<file path="src/rtl/pipeline_pkg.sv">
// Shared pipeline constants and types: NOP encoding, word width, fetch FSM states
// and the {word, pc+4} entry carried through the prefetch FIFO.
package pipeline_pkg;
    localparam int WORD_W = 32;
    localparam logic [0:WORD_W-1] NOP_INSTR = 32'h5400_0000;

    typedef enum logic [1:0] {
        IDLE,
        REQ,
        DISCARD
    } fetch_state_e;

    typedef struct packed {
        logic [0:WORD_W-1] word;
        logic [0:WORD_W-1] pc4;
    } fetch_entry_t;
endpackage

</file>
<file path="src/rtl/fetch_fifo.sv">
// Prefetch buffer: DEPTH entries of {word, pc+4}, wrapping pointers, occupancy count
// and a synchronous flush that wins over push and pop.
module fetch_fifo
    import pipeline_pkg::*;
#(
    parameter int DEPTH = 4,
    localparam int CW   = $clog2(DEPTH + 1)
) (
    input  logic          clk,
    input  logic          rst,
    input  logic          i_flush,
    input  logic          i_push,
    input  fetch_entry_t  i_wdata,
    input  logic          i_pop,
    output fetch_entry_t  o_head,
    output logic [CW-1:0] o_count,
    output logic          o_empty
);
    localparam int PW = $clog2(DEPTH);

    fetch_entry_t  r_mem [DEPTH];
    logic [PW-1:0] r_wptr;
    logic [PW-1:0] r_rptr;
    logic [CW-1:0] r_count;
    logic          w_push;
    logic          w_pop;

    assign w_push = i_push && !i_flush;
    assign w_pop  = i_pop && !i_flush && (r_count != '0);

    // DEPTH is a power of two, so the pointers wrap by plain overflow.
    always_ff @(posedge clk or posedge rst) begin
        if (rst) begin
            r_wptr  <= '0;
            r_rptr  <= '0;
            r_count <= '0;
        end else if (i_flush) begin
            r_wptr  <= '0;
            r_rptr  <= '0;
            r_count <= '0;
        end else begin
            if (w_push) r_wptr <= r_wptr + PW'(1);
            if (w_pop)  r_rptr <= r_rptr + PW'(1);
            r_count <= r_count + CW'(w_push) - CW'(w_pop);
        end
    end

    always_ff @(posedge clk) begin
        if (w_push) r_mem[r_wptr] <= i_wdata;
    end

    assign o_head  = r_mem[r_rptr];
    assign o_count = r_count;
    assign o_empty = (r_count == '0);
endmodule

</file>
<file path="src/rtl/instr_prefetch.sv">
// Instruction prefetch: sequential req/ack fetch into fetch_fifo, one-per-cycle output slot,
// flush/redirect from decode. Define PREFETCH_BYPASS_EN to let words skip an empty FIFO.
module instr_prefetch
    import pipeline_pkg::*;
#(
    parameter int                DEPTH    = 4,
    parameter logic [0:WORD_W-1] RESET_PC = 32'h0000_0000
) (
    input  logic              clk,
    input  logic              reset,
    input  logic              reg_lock,
    input  logic              jump_or_branch,
    input  logic [0:WORD_W-1] target,
    output logic              imem_req,
    output logic [0:WORD_W-1] imem_addr,
    input  logic              imem_ack,
    input  logic [0:WORD_W-1] imem_rdata,
    output logic [0:WORD_W-1] instr,
    output logic [0:WORD_W-1] pc_plus_four,
    output logic              instr_valid
);
    localparam int            CW       = $clog2(DEPTH + 1);
    localparam logic [CW-1:0] FULL_CNT = CW'(DEPTH);

    fetch_state_e      r_state;
    fetch_state_e      w_next;
    logic [0:WORD_W-1] r_fetch_pc;
    logic [0:WORD_W-1] r_stale_addr;
    logic [0:WORD_W-1] r_instr;
    logic [0:WORD_W-1] r_pc4;
    logic              r_valid;
    logic [0:WORD_W-1] w_pc_inc;
    logic              w_acked;
    logic              w_take;
    logic              w_bypass;
    logic              w_push;
    logic              w_pop;
    logic              w_empty;
    logic [CW-1:0]     w_count;
    logic [CW-1:0]     w_count_next;
    fetch_entry_t      w_head;
    fetch_entry_t      w_wdata;

    assign w_pc_inc = r_fetch_pc + 32'd4;
    assign w_acked  = (r_state == REQ) && imem_ack;
    assign w_take   = w_acked && !jump_or_branch;
    assign w_pop    = !jump_or_branch && !reg_lock && !w_empty;
`ifdef PREFETCH_BYPASS_EN
    assign w_bypass = w_take && w_empty && !reg_lock;
`else
    assign w_bypass = 1'b0;
`endif
    assign w_push       = w_take && !w_bypass;
    assign w_count_next = w_count + CW'(w_push) - CW'(w_pop);
    assign w_wdata      = '{word: imem_rdata, pc4: w_pc_inc};

    fetch_fifo #(.DEPTH(DEPTH)) u_fifo (
        .clk     (clk),
        .rst     (reset),
        .i_flush (jump_or_branch),
        .i_push  (w_push),
        .i_wdata (w_wdata),
        .i_pop   (w_pop),
        .o_head  (w_head),
        .o_count (w_count),
        .o_empty (w_empty)
    );

    always_comb begin
        w_next = r_state;
        case (r_state)
            IDLE:    if (!jump_or_branch && w_count != FULL_CNT) w_next = REQ;
            // A redirect that races the ack simply drops the word and refetches at target.
            REQ: begin
                if (imem_ack)
                    w_next = (jump_or_branch || w_count_next != FULL_CNT) ? REQ : IDLE;
                else if (jump_or_branch)
                    w_next = DISCARD;
            end
            DISCARD: if (imem_ack) w_next = REQ;
            default: w_next = IDLE;
        endcase
    end

    // fetch_pc takes the target immediately; the stale request address lives in r_stale_addr.
    always_ff @(posedge clk or posedge reset) begin
        if (reset) begin
            r_state      <= IDLE;
            r_fetch_pc   <= RESET_PC;
            r_stale_addr <= RESET_PC;
        end else begin
            r_state <= w_next;
            if (jump_or_branch)
                r_fetch_pc <= target;
            else if (w_acked)
                r_fetch_pc <= w_pc_inc;
            if (r_state == REQ && !imem_ack && jump_or_branch)
                r_stale_addr <= r_fetch_pc;
        end
    end

    always_ff @(posedge clk or posedge reset) begin
        if (reset) begin
            r_instr <= NOP_INSTR;
            r_pc4   <= '0;
            r_valid <= 1'b0;
        end else if (jump_or_branch) begin
            r_instr <= NOP_INSTR;
            r_valid <= 1'b0;
        end else if (!reg_lock) begin
            if (!w_empty) begin
                r_instr <= w_head.word;
                r_pc4   <= w_head.pc4;
                r_valid <= 1'b1;
            end else if (w_bypass) begin
                r_instr <= imem_rdata;
                r_pc4   <= w_pc_inc;
                r_valid <= 1'b1;
            end else begin
                r_instr <= NOP_INSTR;
                r_valid <= 1'b0;
            end
        end
    end

    assign imem_req     = (r_state != IDLE);
    assign imem_addr    = (r_state == DISCARD) ? r_stale_addr : r_fetch_pc;
    assign instr        = r_instr;
    assign pc_plus_four = r_pc4;
    assign instr_valid  = r_valid;
endmodule

</file>
<file path="config.mk">
export PLATFORM = sky130hd
export DESIGN_NAME = instr_prefetch
export DESIGN_NICKNAME = d
export VERILOG_FILES = /design/src/rtl/pipeline_pkg.sv /design/src/rtl/fetch_fifo.sv /design/src/rtl/instr_prefetch.sv
export SDC_FILE = /design/constraint.sdc
export NUM_CORES = 1
export LEC_CHECK = 0
export BUFFER_PORTS_ARGS = -buffer_cell sky130_fd_sc_hd__buf_2
export CAP_MARGIN = 40
export CORE_ASPECT_RATIO = 0.6
export CORE_MARGIN = 2
export CORE_UTILIZATION = 63
export DETAILED_ROUTE_END_ITERATION = 10
export GPL_ROUTABILITY_DRIVEN = 0
export PLACE_DENSITY = 0.85
export RECOVER_POWER = 100
export SYNTH_ARGS = -nofsm -noshare
export SYNTH_HDL_FRONTEND = slang
export SYNTH_SLANG_ARGS = --single-unit
</file>
<file path="constraint.sdc">
create_clock -name clk -period 6.89 [get_ports clk]
set_input_delay 1.0335 -clock clk [delete_from_list [all_inputs] [get_ports clk]]
set_output_delay 1.0335 -clock clk [all_outputs]
set_load 0.01 [all_outputs]
</file>
==> impl_metrics.xml, run 1 <==
<?xml version="1.0" encoding="UTF-8"?>
<metrics>
  <group name="critical_path">
    <metric name="crit_buf_inv" unit="">2</metric>
    <metric name="cp-start-kind" unit="">flip-flop</metric>
    <metric name="worst_path_cell_chain" unit="">nor2b_1, clkbuf_1, mux2_1, buf_2</metric>
    <metric name="cp.arrival" unit="ns">3.95</metric>
    <metric name="setup.worst_path.end_class" unit="">output pin</metric>
    <metric name="cp.depth" unit="">4</metric>
    <metric name="critPathKind" unit="">reg2out</metric>
    <metric name="timing.critical_path.fanout_max" unit="">20</metric>
    <metric name="cp_data_required_time" unit="ns">5.86</metric>
    <metric name="worst_r2r_path_depth" unit="">12</metric>
    <metric name="critical-path-slowest-cell" unit="">nor2b_1</metric>
    <metric name="cpLargestDelayFamily" unit="">simple AND/OR/NAND/NOR gates</metric>
    <metric name="critical-path-max-stage-delay" unit="ns">1.36</metric>
  </group>
  <group name="drt">
    <metric name="drtIter0Drc" unit="">989</metric>
    <metric name="routed_wire_length_per_instance" unit="µm">23.0</metric>
    <metric name="number_of_iterations_in_the_first_detailed_routing_pass" unit="">5</metric>
    <metric name="ant_nets" unit="">0</metric>
    <metric name="drc_errors" unit="">0</metric>
    <metric name="detail_route.vias_per_cell" unit="">6.03</metric>
    <metric name="total_number_of_vias" unit="">9075</metric>
    <metric name="routed_wire_length" unit="µm">34500</metric>
  </group>
  <group name="clock_network">
    <metric name="clock_latency" unit="ns">0.53</metric>
    <metric name="postcts_setup_bufs" unit="">0</metric>
    <metric name="cts_root_buffer" unit="">clkbuf_16</metric>
    <metric name="clk_path_buf_depth" unit="">3</metric>
    <metric name="clock_tree.htree_level_count" unit="">2</metric>
    <metric name="cts_inserted_buffers" unit="">36</metric>
    <metric name="clk_pin_slew_worst_paths" unit="ns">0.06</metric>
    <metric name="cts_resized" unit="">0</metric>
    <metric name="hold_buffers" unit="">0</metric>
    <metric name="sink_count_of_the_clock_tree" unit="">394</metric>
    <metric name="cts_tree" unit="">yes</metric>
  </group>
  <group name="power">
    <metric name="power_density" unit="nW/µm²">345</metric>
    <metric name="power.leakage" unit="µW">0.00666</metric>
    <metric name="max-vdd-ir-drop" unit="V">0.000185</metric>
  </group>
  <group name="cells_and_area">
    <metric name="nets" unit="">1227</metric>
    <metric name="multi_input_area" unit="µm²">4460</metric>
    <metric name="post_layout_nonfiller_instances" unit="">1505</metric>
    <metric name="postLayoutCoreUtil" unit="%">72.6</metric>
    <metric name="area.sequential" unit="µm²">11200</metric>
    <metric name="most_frequent_cells_in_the_layout" unit="">256 x edfxtp_1, 150 x nand2_1, 143 x clkbuf_1</metric>
    <metric name="stdcell_area" unit="µm²">18200</metric>
    <metric name="layout.cells.most_common" unit="">edfxtp_1</metric>
    <metric name="area_growth" unit="%">14.0</metric>
    <metric name="fill_cells" unit="">1577</metric>
    <metric name="fraction_of_layout_instances_using_a_drive_strength_above_1" unit="%">20.5</metric>
  </group>
  <group name="timing">
    <metric name="hold_viol_final" unit="">0</metric>
    <metric name="grt_setup_unrepaired" unit="">no</metric>
    <metric name="timing_worst_slew_pin_value" unit="ns">2.45</metric>
    <metric name="drv_slew" unit="">264</metric>
    <metric name="fin_crit" unit="ns">4.98</metric>
    <metric name="timing.final.crit_share" unit="%">72.3</metric>
    <metric name="slew_headroom" unit="%">-63.7</metric>
    <metric name="setup_viol" unit="">0</metric>
    <metric name="setup_total_negative_slack" unit="ns">0</metric>
    <metric name="post_route_worst_setup_slack" unit="ns">1.91</metric>
    <metric name="worst_clock_skew" unit="ns">0.0301</metric>
    <metric name="max_freq" unit="MHz">201</metric>
  </group>
  <group name="outcome">
    <metric name="violations" unit="">max-capacitance violations, max-slew violations</metric>
    <metric name="outcome" unit="">finished, violations left</metric>
  </group>
  <group name="global_route">
    <metric name="grt_start_max_net_pins" unit="">77</metric>
    <metric name="antenna_found_initial" unit="">1</metric>
    <metric name="gr-total-overflow" unit="">0</metric>
    <metric name="grt_pass1_vias" unit="">9148</metric>
    <metric name="aggregate_global_route_resource_usage" unit="%">26.6</metric>
    <metric name="wire_length_of_the_first_global_routing_pass" unit="µm">53100</metric>
  </group>
  <group name="die">
    <metric name="std_cell_rows" unit="">45</metric>
    <metric name="io-pin-count" unit="">167</metric>
    <metric name="dieArea" unit="µm²">26700</metric>
    <metric name="chipHeight" unit="µm">127</metric>
    <metric name="initial_utilization" unit="%">63.7</metric>
    <metric name="die_width" unit="µm">209</metric>
    <metric name="area_of_the_core_region" unit="µm²">25100</metric>
  </group>
  <group name="synth">
    <metric name="post_synth.cell_area_avg" unit="µm²">16.1</metric>
    <metric name="synthesis.area" unit="µm²">16000</metric>
    <metric name="synth-seq-area-share" unit="%">69.8</metric>
    <metric name="synth_seq_cells" unit="">394</metric>
    <metric name="synth_cell_types" unit="">45</metric>
    <metric name="syn-instance-count" unit="">991</metric>
    <metric name="ys.warnings.count" unit="">0</metric>
    <metric name="synth.net_count" unit="">1071</metric>
  </group>
  <group name="placed_design">
    <metric name="numPlacedInstances" unit="">1438</metric>
    <metric name="placed_area" unit="µm²">17200</metric>
    <metric name="place.port_buffers" unit="">166</metric>
    <metric name="place_worst_setup_slack" unit="ns">3.14</metric>
    <metric name="detailedPlacementHpwl" unit="µm">21100</metric>
  </group>
  <group name="hold_path">
    <metric name="hold_crit_class" unit="">reg2reg</metric>
    <metric name="holdPathStages" unit="">2</metric>
  </group>
  <group name="job">
    <metric name="max-cap-violations" unit="">9</metric>
  </group>
</metrics>
==> path summary, 6_finish.rpt <==
check	from	to	slack (ns)
max	r_state[1]	imem_addr[16]	1.91
min	pc_plus_four[12]	pc_plus_four[12]	0.47
max reg2reg	u_fifo.o_count[1]	r_state[0]	2.15
min reg2reg	pc_plus_four[12]	pc_plus_four[12]	0.47
max in group asynchronous	reset	u_fifo.r_rptr[0]	2.68
min in group asynchronous	reset	instr[15]	1.09
==> power breakdown <==
part           switching (µW)  leakage (µW)  internal, µW  total, µW
clock network             846      0.000586          1170       2020
logic                     618       0.00201           538       1160
registers                 246       0.00406          2860       3100
total                    1710       0.00666          4570       6280
==> stage by stage <==
| stage | power (µW) | hold WS, ns |
|---|---|---|
| after global placement | 4290 | 0.454 |
| after global routing | 6550 | 0.508 |
| after detailed placement | 4350 | 0.457 |
| final | 6280 | 0.470 |
| after CTS | 6360 | 0.474 |
| after floorplan | 3900 | 0.475 |
==> layer usage <==
metal / wire [µm] / GRT usage (%) / vias up
met5: 0 / 0 / -
met4: 575 / 6.76 / 0
met3: 2660 / 5.29 / 48
met1: 14900 / 39.4 / 4632
met2: 16400 / 41.7 / 396
li1: - / - / 3999
==> area by class of cell <==
cell class | instances | area share (%)
Timing Repair Buffer | 184 | 4.96
Antenna cell | 1 | 0.0138
Tap cell | 329 | 2.26
Clock inverter | 11 | 0.660
Inverter | 15 | 0.316
Clock buffer | 55 | 5.97
Sequential cell | 394 | 61.3
Multi-Input combinational cell | 516 | 24.5
==> tightest hold or removal path, cell delays in order, from the launching register on <==
cell	delay [ns]
dfrtp_1	0.34
nand2_1	0.05
nand2_1	0.05
==> kinds of logic (layout without fill, tap and decap cells) <==
group	Yosys count	after routing	share of synthesized area, %
DFF	394	394	69.8
and+or+nand+nor	244	244	7.10
adders and majority gates	11	11	0.957
xor gates and xnor gates	61	61	3.35
buffers and inverters	81	265	2.06
other	0	1	0
AOI/OAI and AO/OA	70	70	3.00
muxes	130	130	13.7
==> flip-flops by register name (all words and copies together) (netlist names) <==
name,cells
u_fifo.r_mem,256
r_fetch_pc,32
r_state,2
u_fifo.r_rptr,2
r_stale_addr,32
u_fifo.r_wptr,2
instr,32
u_fifo.o_count,3
instr_valid,1
pc_plus_four,32
==> cells in the mapped netlist (all sizes together) <==
library cell  count  area [µm²]
or4               2        15.0
fa                2        40.0
nor2             18        67.6
clkbuf           35         131
nor3b             1        7.51
xnor2            31         272
a22oi             1        7.51
a311oi            1        8.76
a21o              1        7.51
nand2b            1        6.26
ha                9         113
xor2             30         263
a21oi             2        10.0
or2               4        25.0
o22a              3        26.3
and3              6        37.5
dfstp             3        78.8
and3b             1        8.76
edfxtp          256        7690
mux4             64        1440
buf              31         141
and2              5        31.3
nand3            20         100
a22o             29         254
mux2             65         732
nor4bb            1        10.0
nand4            12        87.6
or3               1        6.26
dfrtp           135        3380
nor3              7        35.0
nor2b             5        31.3
nand3b            1        20.0
and4              1        8.76
nand2           150         563
o21ai            33         165
nor4              8        71.3
mux2i             1        10.0
inv              15        56.3
Note: power is estimated with default switching activity, not from simulation.
==> run 2: changes to the inputs <==
- CORE_UTILIZATION: 63 -> 59
- PLACE_DENSITY: 0.85 -> 0.8
- clock period: 6.89 -> 4.9 ns (I/O delays scaled with it)
==> run 2 against run 1 <==
The run still ends with max-capacitance violations, max-slew violations left. Design area fell by 0.84%. Hold slack got worse by 0.052 ns. Register-to-register slack got worse by 0.93 ns. Critical path type unchanged.
==> impl_metrics.xml, run 2 (same netlist as run 1, synthesis figures left out) <==
<?xml version="1.0" encoding="UTF-8"?>
<metrics>
  <group name="timing">
    <metric name="fin_crit" unit="ns">3.87</metric>
    <metric name="slew_headroom" unit="%">-99.3</metric>
    <metric name="max_freq" unit="MHz">259</metric>
    <metric name="worst_clock_skew" unit="ns">0.0184</metric>
    <metric name="setup_viol" unit="">0</metric>
    <metric name="drv_slew" unit="">203</metric>
    <metric name="grt_setup_unrepaired" unit="">no</metric>
    <metric name="timing_worst_slew_pin_value" unit="ns">2.97</metric>
    <metric name="setup_total_negative_slack" unit="ns">0</metric>
    <metric name="timing.final.crit_share" unit="%">78.9</metric>
    <metric name="hold_viol_final" unit="">0</metric>
  </group>
  <group name="critical_path">
    <metric name="cp-start-kind" unit="">flip-flop</metric>
    <metric name="cp_data_required_time" unit="ns">4.16</metric>
    <metric name="worst_r2r_path_depth" unit="">4</metric>
    <metric name="critPathKind" unit="">reg2out</metric>
    <metric name="setup.worst_path.end_class" unit="">output pin</metric>
    <metric name="timing.critical_path.fanout_max" unit="">21</metric>
    <metric name="cp.arrival" unit="ns">3.13</metric>
  </group>
  <group name="power">
    <metric name="power_density" unit="nW/µm²">477</metric>
    <metric name="totalPowerFinal" unit="µW">8610</metric>
    <metric name="comb_power_share" unit="%">19.0</metric>
    <metric name="max-vdd-ir-drop" unit="V">0.000228</metric>
    <metric name="sequentialPowerShare" unit="%">50.4</metric>
    <metric name="power.leakage" unit="µW">0.00663</metric>
    <metric name="switching_share" unit="%">27.2</metric>
    <metric name="switching_component_of_the_power" unit="µW">2340</metric>
    <metric name="cellInternalPower" unit="µW">6270</metric>
    <metric name="clockPowerShare" unit="%">30.7</metric>
  </group>
  <group name="cells_and_area">
    <metric name="diodes" unit="">0</metric>
    <metric name="fraction_of_layout_instances_using_a_drive_strength_above_1" unit="%">21.0</metric>
    <metric name="registers.top_by_ff_count" unit="">u_fifo.r_mem</metric>
    <metric name="largest_reg_flops" unit="">256</metric>
    <metric name="layout.cells.most_common" unit="">edfxtp_1</metric>
    <metric name="nets" unit="">1225</metric>
    <metric name="multi_input_area" unit="µm²">4460</metric>
    <metric name="stdcell_area" unit="µm²">18000</metric>
    <metric name="most_frequent_cells_in_the_layout" unit="">256 x edfxtp_1, 150 x nand2_1, 134 x clkbuf_1</metric>
    <metric name="area_growth" unit="%">13.1</metric>
    <metric name="post_layout_nonfiller_instances" unit="">1530</metric>
    <metric name="fill_cells" unit="">1813</metric>
    <metric name="area.sequential" unit="µm²">11200</metric>
  </group>
  <group name="die">
    <metric name="area_of_the_core_region" unit="µm²">26500</metric>
    <metric name="std_cell_rows" unit="">46</metric>
    <metric name="io-pin-count" unit="">167</metric>
    <metric name="chipHeight" unit="µm">131</metric>
    <metric name="dieArea" unit="µm²">28400</metric>
    <metric name="initial_utilization" unit="%">60.3</metric>
    <metric name="die_width" unit="µm">216</metric>
  </group>
  <group name="clock_network">
    <metric name="sink_count_of_the_clock_tree" unit="">394</metric>
    <metric name="cts_root_buffer" unit="">clkbuf_16</metric>
    <metric name="cts_inserted_buffers" unit="">35</metric>
    <metric name="cts_tree" unit="">yes</metric>
    <metric name="hold_buffers" unit="">0</metric>
    <metric name="cts_resized" unit="">0</metric>
    <metric name="clk_path_buf_depth" unit="">3</metric>
    <metric name="postcts_setup_bufs" unit="">0</metric>
    <metric name="clk_pin_slew_worst_paths" unit="ns">0.07</metric>
    <metric name="clock_tree.htree_level_count" unit="">2</metric>
    <metric name="clock_latency" unit="ns">0.53</metric>
  </group>
  <group name="global_route">
    <metric name="grt_start_max_net_pins" unit="">64</metric>
    <metric name="grt_pass1_vias" unit="">9180</metric>
    <metric name="aggregate_global_route_resource_usage" unit="%">24.2</metric>
    <metric name="antenna_found_initial" unit="">0</metric>
    <metric name="wire_length_of_the_first_global_routing_pass" unit="µm">52800</metric>
    <metric name="gr-total-overflow" unit="">0</metric>
  </group>
  <group name="placed_design">
    <metric name="detailedPlacementHpwl" unit="µm">20600</metric>
    <metric name="place.port_buffers" unit="">166</metric>
    <metric name="numPlacedInstances" unit="">1468</metric>
    <metric name="placed_area" unit="µm²">17200</metric>
  </group>
  <group name="drt">
    <metric name="detail_route.vias_per_cell" unit="">5.84</metric>
    <metric name="routed_wire_length" unit="µm">32800</metric>
    <metric name="drc_errors" unit="">0</metric>
    <metric name="drtIter0Drc" unit="">731</metric>
    <metric name="ant_nets" unit="">0</metric>
    <metric name="number_of_iterations_in_the_first_detailed_routing_pass" unit="">5</metric>
    <metric name="total_number_of_vias" unit="">8931</metric>
    <metric name="routed_wire_length_per_instance" unit="µm">21.5</metric>
  </group>
  <group name="hold_path">
    <metric name="holdPathStages" unit="">3</metric>
    <metric name="hold_crit_class" unit="">in2reg</metric>
  </group>
  <group name="outcome">
    <metric name="violations" unit="">max-capacitance violations, max-slew violations</metric>
    <metric name="outcome" unit="">finished, violations left</metric>
  </group>
  <group name="job">
    <metric name="max-cap-violations" unit="">6</metric>
  </group>
</metrics>
[run 2: power by group through the flow]
stage	clock network (µW)	registers, µW	logic (µW)
2_1_floorplan	0	4330	1160
3_3_place_gp	0	4440	1590
3_5_place_dp	0	4400	1730
4_1_cts	2690	4340	1740
5_1_grt	2820	4400	1800
6_report	2640	4340	1630
[run 2: cell type report]
| class | count | area share [%] |
|---|---|---|
| Sequential cell | 394 | 61.8 |
| Inverter | 15 | 0.319 |
| Multi-Input combinational cell | 516 | 24.7 |
| Tap cell | 360 | 2.50 |
| Clock buffer | 49 | 5.55 |
| Timing Repair Buffer | 183 | 4.61 |
| Clock inverter | 13 | 0.520 |
[run 2: metal layers]
layer	part of all wire, %	routed length (µm)	track usage [%]	up-vias
li1	-	-	-	3984
met1	46	15100	36.8	4602
met2	46	15200	36.5	300
met3	6.1	2010	4.56	45
met4	1.7	566	6.58	0
met5	0	0	0	-
[run 2: through the flow]
step / hold slack, ns / setup WS [ns] / util, %
after floorplan: 0.475 / 0.474 / -
after global placement: 0.454 / 1.67 / 64.5
after detailed placement: 0.459 / 1.63 / 65.1
after CTS: 0.307 / 1.67 / 69.3
after global routing: 0.418 / 0.873 / 68.1
final: 0.418 / 1.03 / 68.1
[run 2: path summary, 6_finish.rpt]
kind | from | endpoint | slack (ns)
max reg2reg | r_state[1] | u_fifo.r_mem[1][38] | 1.22
min reg2reg | pc_plus_four[7] | pc_plus_four[7] | 0.47
max | r_state[0] | imem_addr[7] | 1.03
max in group asynchronous | reset | instr[25] | 1.78
min | target[17] | r_fetch_pc[17] | 0.42
min in group asynchronous | reset | instr[14] | 1.06
[run 2: worst max-delay path, stage by stage (launching register included)]
cell and delay, ns:
dfrtp_1 0.45, nor2b_1 1.08, buf_4 0.49, mux2_1 0.41, buf_2 0.16
